`src/rtl/sha256_round_ctrl.sv`:
```
// ---------------------------------------------------------------------------
// sha256_round_ctrl
//   Sequencing controller for an iterative SHA-256 compression datapath.
//   Accepts one 512-bit block at a time, runs an INIT cycle, ROUNDS round
//   cycles and a FINAL digest-update cycle, and pulses digest_valid in DONE
//   when the block was the last one of its message.  It also owns the
//   working-variable registers (a..h) and the digest registers (H0..H7),
//   which load whatever the external datapath presents on their strobes.
//
// Ports
//   clk, rst                 rising-edge clock, synchronous active-high reset
//   block_valid/block_ready  block handshake; block_first/block_last sampled
//                            on accept
//   round_idx                current round t (W/K lookup index)
//   init_round, partial_rounds, init_digest, update_digest, first_block
//                            control strobes to the variable-update datapath
//   a_new..h_new, update_AH  next working variables and their load strobe
//   H0_new..H7_new, update_H next digest words and their load strobe
//   a_reg..h_reg             working-variable registers
//   H0_reg..H7_reg, digest   digest registers, digest = {H0_reg..H7_reg}
//   digest_valid             one-cycle pulse when the digest is final
//   busy                     high in every state except IDLE
// ---------------------------------------------------------------------------

// Protocol checker: control strobes stay mutually exclusive and consistent.
module sha256_round_ctrl_chk (
    input logic clk,
    input logic rst,
    input logic init_round,
    input logic partial_rounds,
    input logic init_digest,
    input logic update_digest,
    input logic first_block,
    input logic block_ready,
    input logic busy,
    input logic digest_valid
);

    a_round_excl : assert property (@(posedge clk) disable iff (rst)
        !(init_round && partial_rounds));

    a_digest_excl : assert property (@(posedge clk) disable iff (rst)
        !(init_digest && update_digest));

    a_first_in_init : assert property (@(posedge clk) disable iff (rst)
        !(first_block && !init_round));

    a_ready_busy_excl : assert property (@(posedge clk) disable iff (rst)
        !(block_ready && busy));

    a_valid_while_busy : assert property (@(posedge clk) disable iff (rst)
        !(digest_valid && !busy));

endmodule

module sha256_round_ctrl #(
    parameter int ROUNDS = 64      // compression rounds per block, 2..64
) (
    input  logic         clk,
    input  logic         rst,
    input  logic         block_valid,
    output logic         block_ready,
    input  logic         block_first,
    input  logic         block_last,
    output logic [5:0]   round_idx,
    output logic         init_round,
    output logic         partial_rounds,
    output logic         init_digest,
    output logic         update_digest,
    output logic         first_block,
    input  logic [31:0]  a_new,
    input  logic [31:0]  b_new,
    input  logic [31:0]  c_new,
    input  logic [31:0]  d_new,
    input  logic [31:0]  e_new,
    input  logic [31:0]  f_new,
    input  logic [31:0]  g_new,
    input  logic [31:0]  h_new,
    input  logic         update_AH,
    input  logic [31:0]  H0_new,
    input  logic [31:0]  H1_new,
    input  logic [31:0]  H2_new,
    input  logic [31:0]  H3_new,
    input  logic [31:0]  H4_new,
    input  logic [31:0]  H5_new,
    input  logic [31:0]  H6_new,
    input  logic [31:0]  H7_new,
    input  logic         update_H,
    output logic [31:0]  a_reg,
    output logic [31:0]  b_reg,
    output logic [31:0]  c_reg,
    output logic [31:0]  d_reg,
    output logic [31:0]  e_reg,
    output logic [31:0]  f_reg,
    output logic [31:0]  g_reg,
    output logic [31:0]  h_reg,
    output logic [31:0]  H0_reg,
    output logic [31:0]  H1_reg,
    output logic [31:0]  H2_reg,
    output logic [31:0]  H3_reg,
    output logic [31:0]  H4_reg,
    output logic [31:0]  H5_reg,
    output logic [31:0]  H6_reg,
    output logic [31:0]  H7_reg,
    output logic [255:0] digest,
    output logic         digest_valid,
    output logic         busy
);

    localparam logic [5:0] LAST_IDX = 6'(ROUNDS - 1);

    typedef enum logic [2:0] {
        ST_IDLE  = 3'd0,
        ST_INIT  = 3'd1,
        ST_ROUND = 3'd2,
        ST_FINAL = 3'd3,
        ST_DONE  = 3'd4
    } state_t;

    state_t        state_r;
    state_t        state_next_s;
    logic          accept_s;
    logic          round_last_s;
    logic [5:0]    round_idx_r;
    logic [5:0]    round_idx_next_s;
    logic          first_lat_r;
    logic          last_lat_r;

    // Control outputs are registered from the next state so every output
    // is a flop while still lining up with the state it belongs to.
    logic          block_ready_s;
    logic          busy_s;
    logic          init_round_s;
    logic          partial_rounds_s;
    logic          init_digest_s;
    logic          update_digest_s;
    logic          first_block_s;
    logic          digest_valid_s;
    logic          block_ready_r;
    logic          busy_r;
    logic          init_round_r;
    logic          partial_rounds_r;
    logic          init_digest_r;
    logic          update_digest_r;
    logic          first_block_r;
    logic          digest_valid_r;

    logic [255:0]  ah_r;
    logic [255:0]  hv_r;

    // Next-state and round-counter logic.
    always_comb begin
        state_next_s     = state_r;
        accept_s         = 1'b0;
        round_last_s     = (round_idx_r == LAST_IDX);
        round_idx_next_s = 6'd0;
        case (state_r)
            ST_IDLE: begin
                if (block_valid && block_ready_r) begin
                    accept_s     = 1'b1;
                    state_next_s = ST_INIT;
                end else begin
                    state_next_s = ST_IDLE;
                end
            end
            ST_INIT: begin
                state_next_s = ST_ROUND;
            end
            ST_ROUND: begin
                if (round_last_s) begin
                    state_next_s     = ST_FINAL;
                    round_idx_next_s = 6'd0;
                end else begin
                    state_next_s     = ST_ROUND;
                    round_idx_next_s = round_idx_r + 6'd1;
                end
            end
            ST_FINAL: begin
                if (last_lat_r) begin
                    state_next_s = ST_DONE;
                end else begin
                    state_next_s = ST_IDLE;
                end
            end
            ST_DONE: begin
                state_next_s = ST_IDLE;
            end
            default: begin
                state_next_s = ST_IDLE;
            end
        endcase
    end

    // Output decode of the state being entered.
    always_comb begin
        block_ready_s    = 1'b0;
        busy_s           = 1'b0;
        init_round_s     = 1'b0;
        partial_rounds_s = 1'b0;
        init_digest_s    = 1'b0;
        update_digest_s  = 1'b0;
        first_block_s    = 1'b0;
        digest_valid_s   = 1'b0;
        case (state_next_s)
            ST_IDLE: begin
                block_ready_s = 1'b1;
            end
            ST_INIT: begin
                busy_s        = 1'b1;
                init_round_s  = 1'b1;
                init_digest_s = 1'b1;
                // INIT is only entered on accept, so the flag is taken
                // straight from the input that is being latched this edge.
                first_block_s = accept_s ? block_first : first_lat_r;
            end
            ST_ROUND: begin
                busy_s           = 1'b1;
                partial_rounds_s = 1'b1;
            end
            ST_FINAL: begin
                busy_s          = 1'b1;
                update_digest_s = 1'b1;
            end
            ST_DONE: begin
                busy_s         = 1'b1;
                digest_valid_s = 1'b1;
            end
            default: begin
                block_ready_s = 1'b0;
            end
        endcase
    end

    // State and round-index registers.
    always_ff @(posedge clk) begin
        if (rst) begin
            state_r     <= ST_IDLE;
            round_idx_r <= 6'd0;
        end else begin
            state_r     <= state_next_s;
            round_idx_r <= round_idx_next_s;
        end
    end

    // Block attributes captured at the handshake.
    always_ff @(posedge clk) begin
        if (rst) begin
            first_lat_r <= 1'b0;
            last_lat_r  <= 1'b0;
        end else if (accept_s) begin
            first_lat_r <= block_first;
            last_lat_r  <= block_last;
        end
    end

    // Registered control outputs; block_ready stays low while in reset.
    always_ff @(posedge clk) begin
        if (rst) begin
            block_ready_r    <= 1'b0;
            busy_r           <= 1'b0;
            init_round_r     <= 1'b0;
            partial_rounds_r <= 1'b0;
            init_digest_r    <= 1'b0;
            update_digest_r  <= 1'b0;
            first_block_r    <= 1'b0;
            digest_valid_r   <= 1'b0;
        end else begin
            block_ready_r    <= block_ready_s;
            busy_r           <= busy_s;
            init_round_r     <= init_round_s;
            partial_rounds_r <= partial_rounds_s;
            init_digest_r    <= init_digest_s;
            update_digest_r  <= update_digest_s;
            first_block_r    <= first_block_s;
            digest_valid_r   <= digest_valid_s;
        end
    end

    // Working variables a..h: load on strobe in any state (no stall logic).
    always_ff @(posedge clk) begin
        if (rst) begin
            ah_r <= 256'd0;
        end else if (update_AH) begin
            ah_r <= {a_new, b_new, c_new, d_new, e_new, f_new, g_new, h_new};
        end
    end

    // Digest words H0..H7: load on strobe in any state.
    always_ff @(posedge clk) begin
        if (rst) begin
            hv_r <= 256'd0;
        end else if (update_H) begin
            hv_r <= {H0_new, H1_new, H2_new, H3_new, H4_new, H5_new, H6_new, H7_new};
        end
    end

    assign block_ready    = block_ready_r;
    assign busy           = busy_r;
    assign init_round     = init_round_r;
    assign partial_rounds = partial_rounds_r;
    assign init_digest    = init_digest_r;
    assign update_digest  = update_digest_r;
    assign first_block    = first_block_r;
    assign digest_valid   = digest_valid_r;
    assign round_idx      = round_idx_r;

    assign {a_reg, b_reg, c_reg, d_reg, e_reg, f_reg, g_reg, h_reg} = ah_r;
    assign {H0_reg, H1_reg, H2_reg, H3_reg, H4_reg, H5_reg, H6_reg, H7_reg} = hv_r;
    assign digest = hv_r;

    sha256_round_ctrl_chk u_chk (
        .clk            (clk),
        .rst            (rst),
        .init_round     (init_round_r),
        .partial_rounds (partial_rounds_r),
        .init_digest    (init_digest_r),
        .update_digest  (update_digest_r),
        .first_block    (first_block_r),
        .block_ready    (block_ready_r),
        .busy           (busy_r),
        .digest_valid   (digest_valid_r)
    );

endmodule
```
`config.mk`:
```
export PLATFORM = sky130hd
export DESIGN_NAME = sha256_round_ctrl
export DESIGN_NICKNAME = d
export VERILOG_FILES = /design/src/rtl/sha256_round_ctrl.sv
export SDC_FILE = /design/constraint.sdc
export NUM_CORES = 1
export LEC_CHECK = 0
export ABC_AREA = 1
export CORE_AREA = 8 8 495 497
export DETAILED_ROUTE_END_ITERATION = 8
export DIE_AREA = 0 0 503 505
export DONT_BUFFER_PORTS = 1
export GPL_TIMING_DRIVEN = 0
export PLACE_DENSITY = 0.32
export SKIP_CTS_REPAIR_TIMING = 1
export SLEW_MARGIN = 0
export SYNTH_ARGS = -nofsm -noshare
export SYNTH_HDL_FRONTEND = slang
export SYNTH_SLANG_ARGS = --single-unit
```
`constraint.sdc`:
```
create_clock -name clk -period 1.19 [get_ports clk]
set_input_delay 0.119 -clock clk [delete_from_list [all_inputs] [get_ports clk]]
set_output_delay 0.119 -clock clk [all_outputs]
set_load 0.05 [all_outputs]
```
==> key figures, run 1 <==
Status
  • Status: finished with violations
  • Failing checks: negative setup slack

Hold path
  • HP Class: in -> reg

Floorplan
  • Die height: 505 µm
  • Die width: 503 µm
  • Core ar.: 237,000 µm²
  • Site Rows: approximately 180
  • Die area: 254,000 µm²
  • IO Pins: 1,301
  • Starting Density: 0.0849

Yosys
  • Synth Cell Area: 20,100 µm²
  • Post-synthesis xor/xnor area fraction: 0.000871
  • Adder-cell share of the synthesized area: 0.000622
  • Yosys Warn Count: 0
  • EDFF count, synth: 0
  • Compound-Gate Fraction of Synth Area: 0.129
  • Synthesized area per cell: 7.89 µm²
  • Net count after synthesis: 3,071
  • Sequential cell area fraction in the yosys report: 0.527
  • Post-Synth Simple-Gate Area: 0.199
  • Synth async-reset ratio: 0
  • Synth Flop Type: dfxtp_1
  • Combinational family with the most area after synthesis: simple AND/OR/NAND/NOR gates
  • Synth Register Bits: 530
  • Synth cell types: 22
  • Cells after Synth: 2,551
  • Post-synthesis mux area share: 0

Power and ir drop
  • Pwr Density: roughly 1500 nW/µm²
  • P_sw: between 20 and 25 mW
  • Leakage: 13.5 nW
  • Power share of the clock group: 0.377
  • Maximum vdd drop: 979 µV
  • Cell-internal power: 34.5 mW
  • Sw frac: 0.371
  • Flop pwr share: 0.459
  • Comb pwr share: 0.164

STA
  • Minimum clock period: 1.64 ns
  • Slew @ Worst Pin: around 1.1 ns
  • Worst hold slack: 0.0561 ns
  • Setup ws final: -0.446 ns
  • Fmax: 611 MHz
  • Pins Over Slew Limit: 0
  • Relative max-transition margin: 0.295
  • Final Hold Fails: 0
  • Setup Skew: 0.0188 ns
  • Final setup violation count: 822
  • RSZ-0062 raised after global routing: true
  • Fin crit share: 1.37

Critical path
  • Crit path DAT: between 2 and 2.5 ns
  • Max FO, Critical Path: 10
  • Critical Path Sink Type: flop
  • WS Path Type: in -> reg
  • Startpoint Class: input port
  • Worst EP required: approximately 1.7 ns

Clock network
  • CTS Root Buffer Type: clkbuf_16
  • Clk pin slew, worst setup/hold paths: 0.06 ns
  • Num CTS Buffers: 67
  • TritonCTS clock tree: yes
  • Clk buf depth: 3
  • Clock latency at the later pin of the worst-skew pair: 0.66 ns
  • Clock Sinks: 530
  • CTS H-tree lvls: 3

GRT
  • Largest net degree at the start of global routing: 12
  • First-pass GRT wire length: 184,000 µm
  • Gr usage total: 0.107
  • Vias in the first global route: 17,600
  • Initial antenna violation count: 32
  • GR Overflow Total: 0

Placement
  • Dpl hpwl: ~130,000 µm
  • I/O Buffers: 0
  • Place WS: -1.14 ns
  • RD Place Congestion: 0.901

Job
  • Maxcap violations: 0

Route
  • Post-Route WL: approximately 150,000 µm
  • Vias per Instance: 3.14
  • Drt pass-1 iters: 5
  • Via count: 20,000
  • WL/cell: between 20 and 25 µm
  • Antenna viol nets, final: 0
  • DRC: 0
  • Drt initial violations: 1,119

Layout
  • Commonest cells after routing, fill and taps aside: nor2_1, dfxtp_4, dlygate4sd3_1
  • Commonest non-fill, non-tap cell in the layout: nor2_1
  • Synth-to-Final Area Change: 78.9%
  • Share of layout cells above drive strength 1: 0.322
  • Nets: 3,662
## final timing paths
path              slack [ns]        from          end  cells past startpoint
hold reg to reg         0.48  last_lat_r   last_lat_r                      2
setup reg to reg       -0.21  state_r[0]  block_ready                      5
setup / recovery       -0.45   update_AH    ah_r[214]                      7
hold / removal          0.06    update_H   digest[25]                      3
## power groups by stage
stage | registers (mW) | logic, mW | clock network, mW
2_1_floorplan | 24.2 | 4.91 | 0
3_3_place_gp | 25.6 | 6.42 | 0
3_5_place_dp | 25.6 | 6.43 | 0
4_1_cts | 25.2 | 6.44 | 21.7
5_1_grt | 25.3 | 9.52 | 22.3
6_report | 25.2 | 8.97 | 20.7
## cells in the mapped netlist, types with 2 or more instances
library cell  instances  area, µm²
nor2_1             1042       3910
dfxtp_1             530      10600
o21ai_0             490       2450
buf_4               284       2130
clkbuf_1             57        214
clkbuf_2             43        215
buf_2                31        155
o21ai_1              24        120
nand2_1              14       52.6
buf_6                11        124
inv_1                 6       22.5
nand3_1               5       25.0
a21oi_1               4       20.0
nor3_1                2       10.0
## worst max-delay path, cell delays in order
cell	delay [ns]
dlygate4sd3_1	0.56
buf_4	0.22
inv_4	0.06
buf_6	0.15
buf_2	0.29
nor2_1	0.65
nor2_1	0.10
## through the flow
step                      instances   util  setup TNS, ns  total power, mW  cell area, µm²
after floorplan                2551      -              0             29.1           20200
after global placement         5718  0.102        -266.81             32.0           24100
after detailed placement       5718  0.102        -266.87             32.0           24100
after CTS                      5833  0.111        -447.36             53.4           26300
after global routing           6365  0.152        -171.69             57.1           36000
final                          6373  0.152        -100.53             54.8           36000
## flip-flops by register name, indices dropped and copies added, names as in the netlist
name and cells:
ah_r 256, digest 256, round_idx 6, state_r 3
block_ready 1, busy 1, digest_valid 1, first_block 1
first_lat_r 1, init_digest 1, last_lat_r 1, partial_rounds 1
update_digest 1
## cells by family after synthesis
kind of cell,Yosys count
adders and majority gates,1
AOI/OAI and AO/OA,518
buffers and inverters,435
DFF,530
and+or+nand+nor,1065
xor gates and xnor gates,2
## final cells by class
cell class,instances,area (µm²)
Clock buffer,97,1960
Buffer,426,5150
Antenna cell,18,45.0
Clock inverter,18,238
Sequential cell,530,12600
Timing Repair Buffer,522,5220
Inverter,9,37.5
Tap cell,3167,3960
Fill cell,26900,201000
Multi-Input combinational cell,1586,6790
## metal layers
layer | GRT usage | vias up | wire length [µm]
met3 | 0.0485 | 205 | 15500
li1 | - | 9141 | -
met1 | 0.105 | 9570 | 51800
met4 | 0.0471 | 6 | 7350
met2 | 0.194 | 1117 | 75500
met5 | 0 | - | 40
Note: power is estimated with default switching activity, not from simulation.
==> inputs of run 2 (changes only) <==
--- a/config.mk
+++ b/config.mk
@@ -11,9 +11,9 @@
 export DIE_AREA = 0 0 503 505
 export DONT_BUFFER_PORTS = 1
 export GPL_TIMING_DRIVEN = 0
-export PLACE_DENSITY = 0.32
+export PLACE_DENSITY = 0.3
 export SKIP_CTS_REPAIR_TIMING = 1
-export SLEW_MARGIN = 0
+export SLEW_MARGIN = 20
 export SYNTH_ARGS = -nofsm -noshare
 export SYNTH_HDL_FRONTEND = slang
 export SYNTH_SLANG_ARGS = --single-unit
==> run 2 against run 1 <==
- the flow still finishes with violations (negative setup slack)
- final cell count is 0.27% higher
- die area stayed put
- via count is 0.87% lower
- fmax is 0.86% lower
- critical path depth stayed put
- non-clock buffer count is 11 higher
- worst setup slack worse by 0.014 ns
- critical endpoint is now ah_r[14]
==> key figures, run 2 (same netlist as run 1, synthesis figures left out) <==
Floorplan
  • Die width: 503 µm (unchanged)
  • Starting Density: 0.0849 (unchanged)
  • IO Pins: 1,301 (unchanged)
  • Die area: 254,000 µm² (unchanged)
  • Site Rows: 179 (unchanged)
  • Core ar.: 237,000 µm² (unchanged)
  • Die height: 505 µm (unchanged)

Clock network
  • TritonCTS clock tree: yes (unchanged)
  • Clk pin slew, worst setup/hold paths: 0.06 ns (about the same)
  • Num CTS Buffers: 69 (was 67)
  • Clk buf depth: 3 (unchanged)
  • Clock latency at the later pin of the worst-skew pair: 0.67 ns (was 0.66 ns)
  • CTS Root Buffer Type: clkbuf_16 (unchanged)
  • Clock Sinks: 530 (unchanged)
  • CTS H-tree lvls: 3 (unchanged)

Critical path
  • Critical Path Sink Type: flop (unchanged)
  • Worst EP required: 1.72 ns (about the same)
  • Crit path buffers/inverters: 5 (unchanged)
  • Max FO, Critical Path: 10 (unchanged)
  • Startpoint Class: input port (unchanged)
  • Worst R2R Start: round_idx[0] (was state_r[0])
  • CP max stage cell: nor2_1 (unchanged)
  • Worst path max stage delay: 0.61 ns (was 0.65 ns)
  • Worst r2r dst: busy (was block_ready)
  • Delay-heaviest family, CP: buffers and inverters (unchanged)
  • CP most frequent cell: nor2_1 (unchanged)
  • CP Cell Sequence: dlygate4sd3_1, buf_4, inv_4, buf_6, buf_2, nor2_1, nor2_1 (unchanged)
  • Worst Reg-to-Reg Cells: 7 (was 5)
  • WS Path Type: in -> reg (unchanged)
  • Crit path DAT: 2.18 ns (was 2.16 ns)
  • R2R Setup Slk: -0.23 ns (was -0.21 ns)

Route
  • Antenna viol nets, final: 0 (unchanged)
  • Vias per Instance: 3.11 (was 3.14)
  • DRC: 0 (unchanged)
  • WL/cell: 23.9 µm (was 23.6 µm)
  • Drt pass-1 iters: 5 (unchanged)
  • Post-Route WL: 153,000 µm (was 150,000 µm)
  • Via count: 19,900 (was 20,000)
  • Drt initial violations: 913 (was 1,119)

STA
  • Minimum clock period: 1.65 ns (was 1.64 ns)
  • Pins Over Slew Limit: 0 (unchanged)
  • Fmax: 606 MHz (was 611 MHz)
  • Final Hold Fails: 0 (unchanged)
  • Fin crit share: 1.39 (was 1.37)
  • Slew @ Worst Pin: 0.810 ns (was 1.06 ns)
  • Setup Skew: 0.00733 ns (was 0.0188 ns)
  • Final setup violation count: 834 (was 822)
  • Relative max-transition margin: 0.460 (was 0.295)
  • Setup ws final: -0.460 ns (was -0.446 ns)
  • RSZ-0062 raised after global routing: true (unchanged)

Job
  • Maxcap violations: 0 (unchanged)

Layout
  • FF+latch area: 12,600 µm² (unchanged)
  • Commonest non-fill, non-tap cell in the layout: nor2_1 (unchanged)
  • Synth-to-Final Area Change: 80.3% (was 78.9%)
  • Nets: 3,675 (was 3,662)
  • Filler instances: 26,900 (about the same)
  • Multi-input gate area: 6760 µm² (was 6790 µm²)
  • Fin area: 36,300 µm² (was 36,000 µm²)
  • Share of layout cells above drive strength 1: 0.321 (was 0.322)
  • Commonest cells after routing, fill and taps aside: nor2_1, dlygate4sd3_1, dfxtp_4 (was nor2_1, dfxtp_4, dlygate4sd3_1)

Placement
  • Place WS: -1.20 ns (was -1.14 ns)
  • I/O Buffers: 0 (unchanged)
  • Dpl hpwl: 127,000 µm (was 126,000 µm)
  • Cell Area, Placed: 24,200 µm² (was 24,100 µm²)
  • RD Place Congestion: 0.852 (was 0.901)

Hold path
  • Hold path start: rst (was update_H)
  • Hold Path Stages: 4 (was 3)
  • Worst hold path endpoint: ah_r[236] (was digest[25])
  • HP Class: in -> reg (unchanged)

Power and ir drop
  • Maximum vdd drop: 1000 µV (was 979 µV)
  • Leakage: 13.6 nW (was 13.5 nW)
  • Total power: 56.0 mW (was 54.8 mW)
  • Pwr Density: 1540 nW/µm² (was 1520 nW/µm²)

GRT
  • Vias in the first global route: 18,000 (was 17,600)
  • Largest net degree at the start of global routing: 13 (was 12)
  • Initial antenna violation count: 34 (was 32)
  • GR Overflow Total: 0 (unchanged)
  • First-pass GRT wire length: 187,000 µm (was 184,000 µm)
  • Gr usage total: 0.109 (was 0.107)

Status
  • Status: finished with violations (unchanged)
  • Failing checks: negative setup slack (unchanged)
## run 2: tightest hold or removal path: cells and delay by family
family	cells	cell delay (ns)
simple gates	1	0.04
compound gates	1	0.08
buf+inv	2	0.40
## run 2: layout make-up
type	instances	area share
Multi-Input combinational cell	1586	0.186
Timing Repair Buffer	533	0.148
Sequential cell	530	0.347
Tap cell	3167	0.109
Buffer	426	0.143
Inverter	9	0.00107
Clock buffer	100	0.0549
Clock inverter	19	0.00928
Antenna cell	20	0.00138
## run 2: through the flow
step                setup TNS (ns)  instances  utilization  hold slack (ns)
finish                     -102.93       6390        0.153           0.0210
global route               -177.46       6380        0.153           0.0186
CTS                        -438.88       5839        0.112           -0.555
detailed placement         -316.76       5720        0.102            0.261
global placement           -325.51       5718        0.102            0.257
floorplan                        0       2551            -            0.254
## run 2: per-layer routing
layer,global-route usage,part of all wire,vias up
li1,-,-,9167
met1,0.109,0.35,9404
met2,0.204,0.50,1060
met3,0.0481,0.10,219
met4,0.0323,0.045,14
met5,0,0.00052,-
## run 2: how the worst max path moves through the flow
stage | from | to | slack, ns | cells after the start
floorplan | block_ready | first_lat_r | 0.007 | 5
global placement | rst | ah_r[4] | -1.58 | 5
detailed placement | rst | digest[245] | -1.20 | 5
CTS | digest[151] | digest[151] | -1.07 | 1
global route | digest[153] | digest[153] | -0.46 | 1
finish | update_AH | ah_r[14] | -0.46 | 7
## run 2: report_power, final
| group | switching, mW | internal (mW) |
|---|---|---|
| Clock | 9.17 | 12.7 |
| Combinational | 5.30 | 3.80 |
| Sequential | 6.27 | 18.8 |
| Total | 20.8 | 35.2 |
==> inputs of run 3 (changes only) <==
--- a/config.mk
+++ b/config.mk
@@ -12,6 +12,7 @@
 export DONT_BUFFER_PORTS = 1
 export GPL_TIMING_DRIVEN = 0
 export PLACE_DENSITY = 0.3
+export SETUP_SLACK_MARGIN = 0.3
 export SKIP_CTS_REPAIR_TIMING = 1
 export SLEW_MARGIN = 20
 export SYNTH_ARGS = -nofsm -noshare
==> run 3 against run 2 <==
- the flow still finishes with violations (negative setup slack)
- critical path depth down 6
- final cell count about the same
- sequential power about the same
- largest power group unchanged
- highest routed layer unchanged
==> key figures, run 3 (same netlist as run 1, synthesis figures left out) <==
Critical path
  • Worst Setup SP: digest[253] (was update_AH)
  • CP Cell Sequence: buf_8 (was dlygate4sd3_1, buf_4, inv_4, buf_6, buf_2, nor2_1, nor2_1)
  • Delay-heaviest family, CP: flip-flops (was buffers and inverters)
  • Worst R2R Start: round_idx[0] (unchanged)
  • Crit path buffers/inverters: 1 (was 5)
  • Crit path DAT: 1.48 ns (was 2.18 ns)
  • Critical Path Sink Type: primary output (was flop)
  • CP max stage cell: dfxtp_4 (was nor2_1)
  • Startpoint Class: flop (was input port)
  • Worst path max stage delay: 0.54 ns (was 0.61 ns)
  • WS Path Type: reg -> out (was in -> reg)
  • Worst EP required: 1.07 ns (was 1.72 ns)
  • Max FO, Critical Path: 3 (was 10)

Placement
  • RD Place Congestion: 0.866 (was 0.852)
  • Placed cells: 5,718 (was 5,720)
  • I/O Buffers: 0 (unchanged)
  • Dpl hpwl: 129,000 µm (was 127,000 µm)

STA
  • Relative max-transition margin: 0.340 (was 0.460)
  • Fin crit share: 1.34 (was 1.39)
  • Minimum clock period: 1.60 ns (was 1.65 ns)
  • Final setup violation count: 1,293 (was 834)
  • RSZ-0062 raised after global routing: true (unchanged)
  • Final Hold Fails: 0 (unchanged)
  • Slew @ Worst Pin: 0.989 ns (was 0.810 ns)
  • Worst hold slack: 0.125 ns (was 0.0210 ns)
  • Setup Skew: 0.0121 ns (was 0.00733 ns)
  • Setup ws final: -0.407 ns (was -0.460 ns)
  • Fmax: 626 MHz (was 606 MHz)
  • Pins Over Slew Limit: 0 (unchanged)

GRT
  • Initial antenna violation count: 46 (was 34)
  • Gr usage total: 0.111 (was 0.109)
  • Vias in the first global route: 18,000 (about the same)
  • GR Overflow Total: 0 (unchanged)
  • Largest net degree at the start of global routing: 12 (was 13)
  • First-pass GRT wire length: 190,000 µm (was 187,000 µm)

Clock network
  • Clock latency at the later pin of the worst-skew pair: 0.67 ns (about the same)
  • Clk pin slew, worst setup/hold paths: 0.06 ns (about the same)
  • Num CTS Buffers: 70 (was 69)
  • CTS Root Buffer Type: clkbuf_16 (unchanged)
  • TritonCTS clock tree: yes (unchanged)
  • Clock Sinks: 530 (unchanged)
  • Clk buf depth: 3 (unchanged)
  • CTS H-tree lvls: 3 (unchanged)

Route
  • Top sig layer: met5 (unchanged)
  • Drt pass-1 iters: 5 (unchanged)
  • Vias per Instance: 3.13 (was 3.11)
  • Drt initial violations: 1,087 (was 913)
  • Antenna viol nets, final: 0 (unchanged)
  • Routed length on met3: 16,600 µm (was 15,200 µm)
  • Met2 WL: 77,900 µm (was 76,700 µm)
  • Via count: 20,000 (was 19,900)
  • Post-Route WL: 154,000 µm (was 153,000 µm)
  • DRC: 0 (unchanged)
  • M1 WL: 54,600 µm (was 54,000 µm)
  • WL/cell: 24.1 µm (was 23.9 µm)

Layout
  • Commonest non-fill, non-tap cell in the layout: nor2_1 (unchanged)
  • Commonest cells after routing, fill and taps aside: nor2_1, dfxtp_4, dlygate4sd3_1 (was nor2_1, dlygate4sd3_1, dfxtp_4)
  • Share of layout cells above drive strength 1: 0.324 (was 0.321)
  • Fin cells: 6,389 (was 6,390)
  • Filler instances: 27,000 (was 26,900)
  • Synth-to-Final Area Change: 79.3% (was 80.3%)
  • Post-layout util: 0.152 (was 0.153)
  • Nets: 3,665 (was 3,675)

Floorplan
  • Die area: 254,000 µm² (unchanged)
  • Die width: 503 µm (unchanged)
  • IO Pins: 1,301 (unchanged)
  • Die height: 505 µm (unchanged)
  • Site Rows: 179 (unchanged)
  • Starting Density: 0.0849 (unchanged)
  • Core ar.: 237,000 µm² (unchanged)

Hold path
  • HP Class: in -> reg (unchanged)
  • Hold path start: H0_new[26] (was rst)

Job
  • Maxcap violations: 0 (unchanged)

Power and ir drop
  • Pwr Density: 1540 nW/µm² (about the same)
  • Total power: 55.5 mW (was 56.0 mW)
  • Maximum vdd drop: 949 µV (was 1000 µV)
  • Leakage: 13.6 nW (about the same)

Status
  • Status: finished with violations (unchanged)
  • Failing checks: negative setup slack (unchanged)
==> run 3: cell types whose count changed in the layout (fill, tap and decap cells not counted), sizes merged <==
| cell | delta |
|---|---|
| buf | -1 |
| bufinv | -1 |
| clkbuf | +4 |
| clkinvlp | -2 |
| diode | +5 |
| dlygate4sd3 | -9 |
| inv | +3 |
==> run 3: worst paths after layout <==
| check | cells past startpoint | endpoint | slack, ns |
|---|---|---|---|
| min reg2reg | 2 | last_lat_r | 0.45 |
| max | 1 | digest[253] | -0.41 |
| max reg2reg | 7 | busy | -0.11 |
| min | 3 | digest[250] | 0.12 |
==> run 3: cell type report <==
class	count	area [µm²]	area share
repair buffers	522	5220	0.145
diodes	25	62.6	0.00173
clock inverters	19	251	0.00697
clock buffers	105	1990	0.0553
plain buffers	426	5210	0.144
multi-input cells	1586	6750	0.187
inverters	9	38.8	0.00108
flip-flops and latches	530	12600	0.349
well taps	3167	3960	0.110
==> run 3: where the power goes <==
group	switching [mW]	internal (mW)
clock network	9.06	12.3
registers	6.29	18.8
logic	5.24	3.76
total	20.6	34.9
==> run 3: per-stage QoR <==
| step | setup TNS [ns] | setup slack (ns) | instance area [µm²] |
|---|---|---|---|
| after global placement | -269.76 | -1.05 | 24500 |
| after CTS | -327.62 | -0.878 | 26700 |
| after global routing | -301.92 | -0.501 | 36100 |
| after detailed placement | -267.00 | -1.07 | 24500 |
| final | -166.68 | -0.407 | 36100 |
| after floorplan | 0 | 0.0304 | 20500 |
==> run 3: metal layers <==
| layer | GRT usage | up-vias |
|---|---|---|
| met5 | 0 | - |
| met4 | 0.0302 | 18 |
| met3 | 0.0521 | 224 |
| met2 | 0.205 | 1119 |
| met1 | 0.111 | 9476 |
| li1 | - | 9175 |
==> run 3: worst min-delay path, cell delays in order <==
cell and delay [ns]:
dlygate4sd3_1 0.52, nor2_1 0.05, nor2_1 0.08
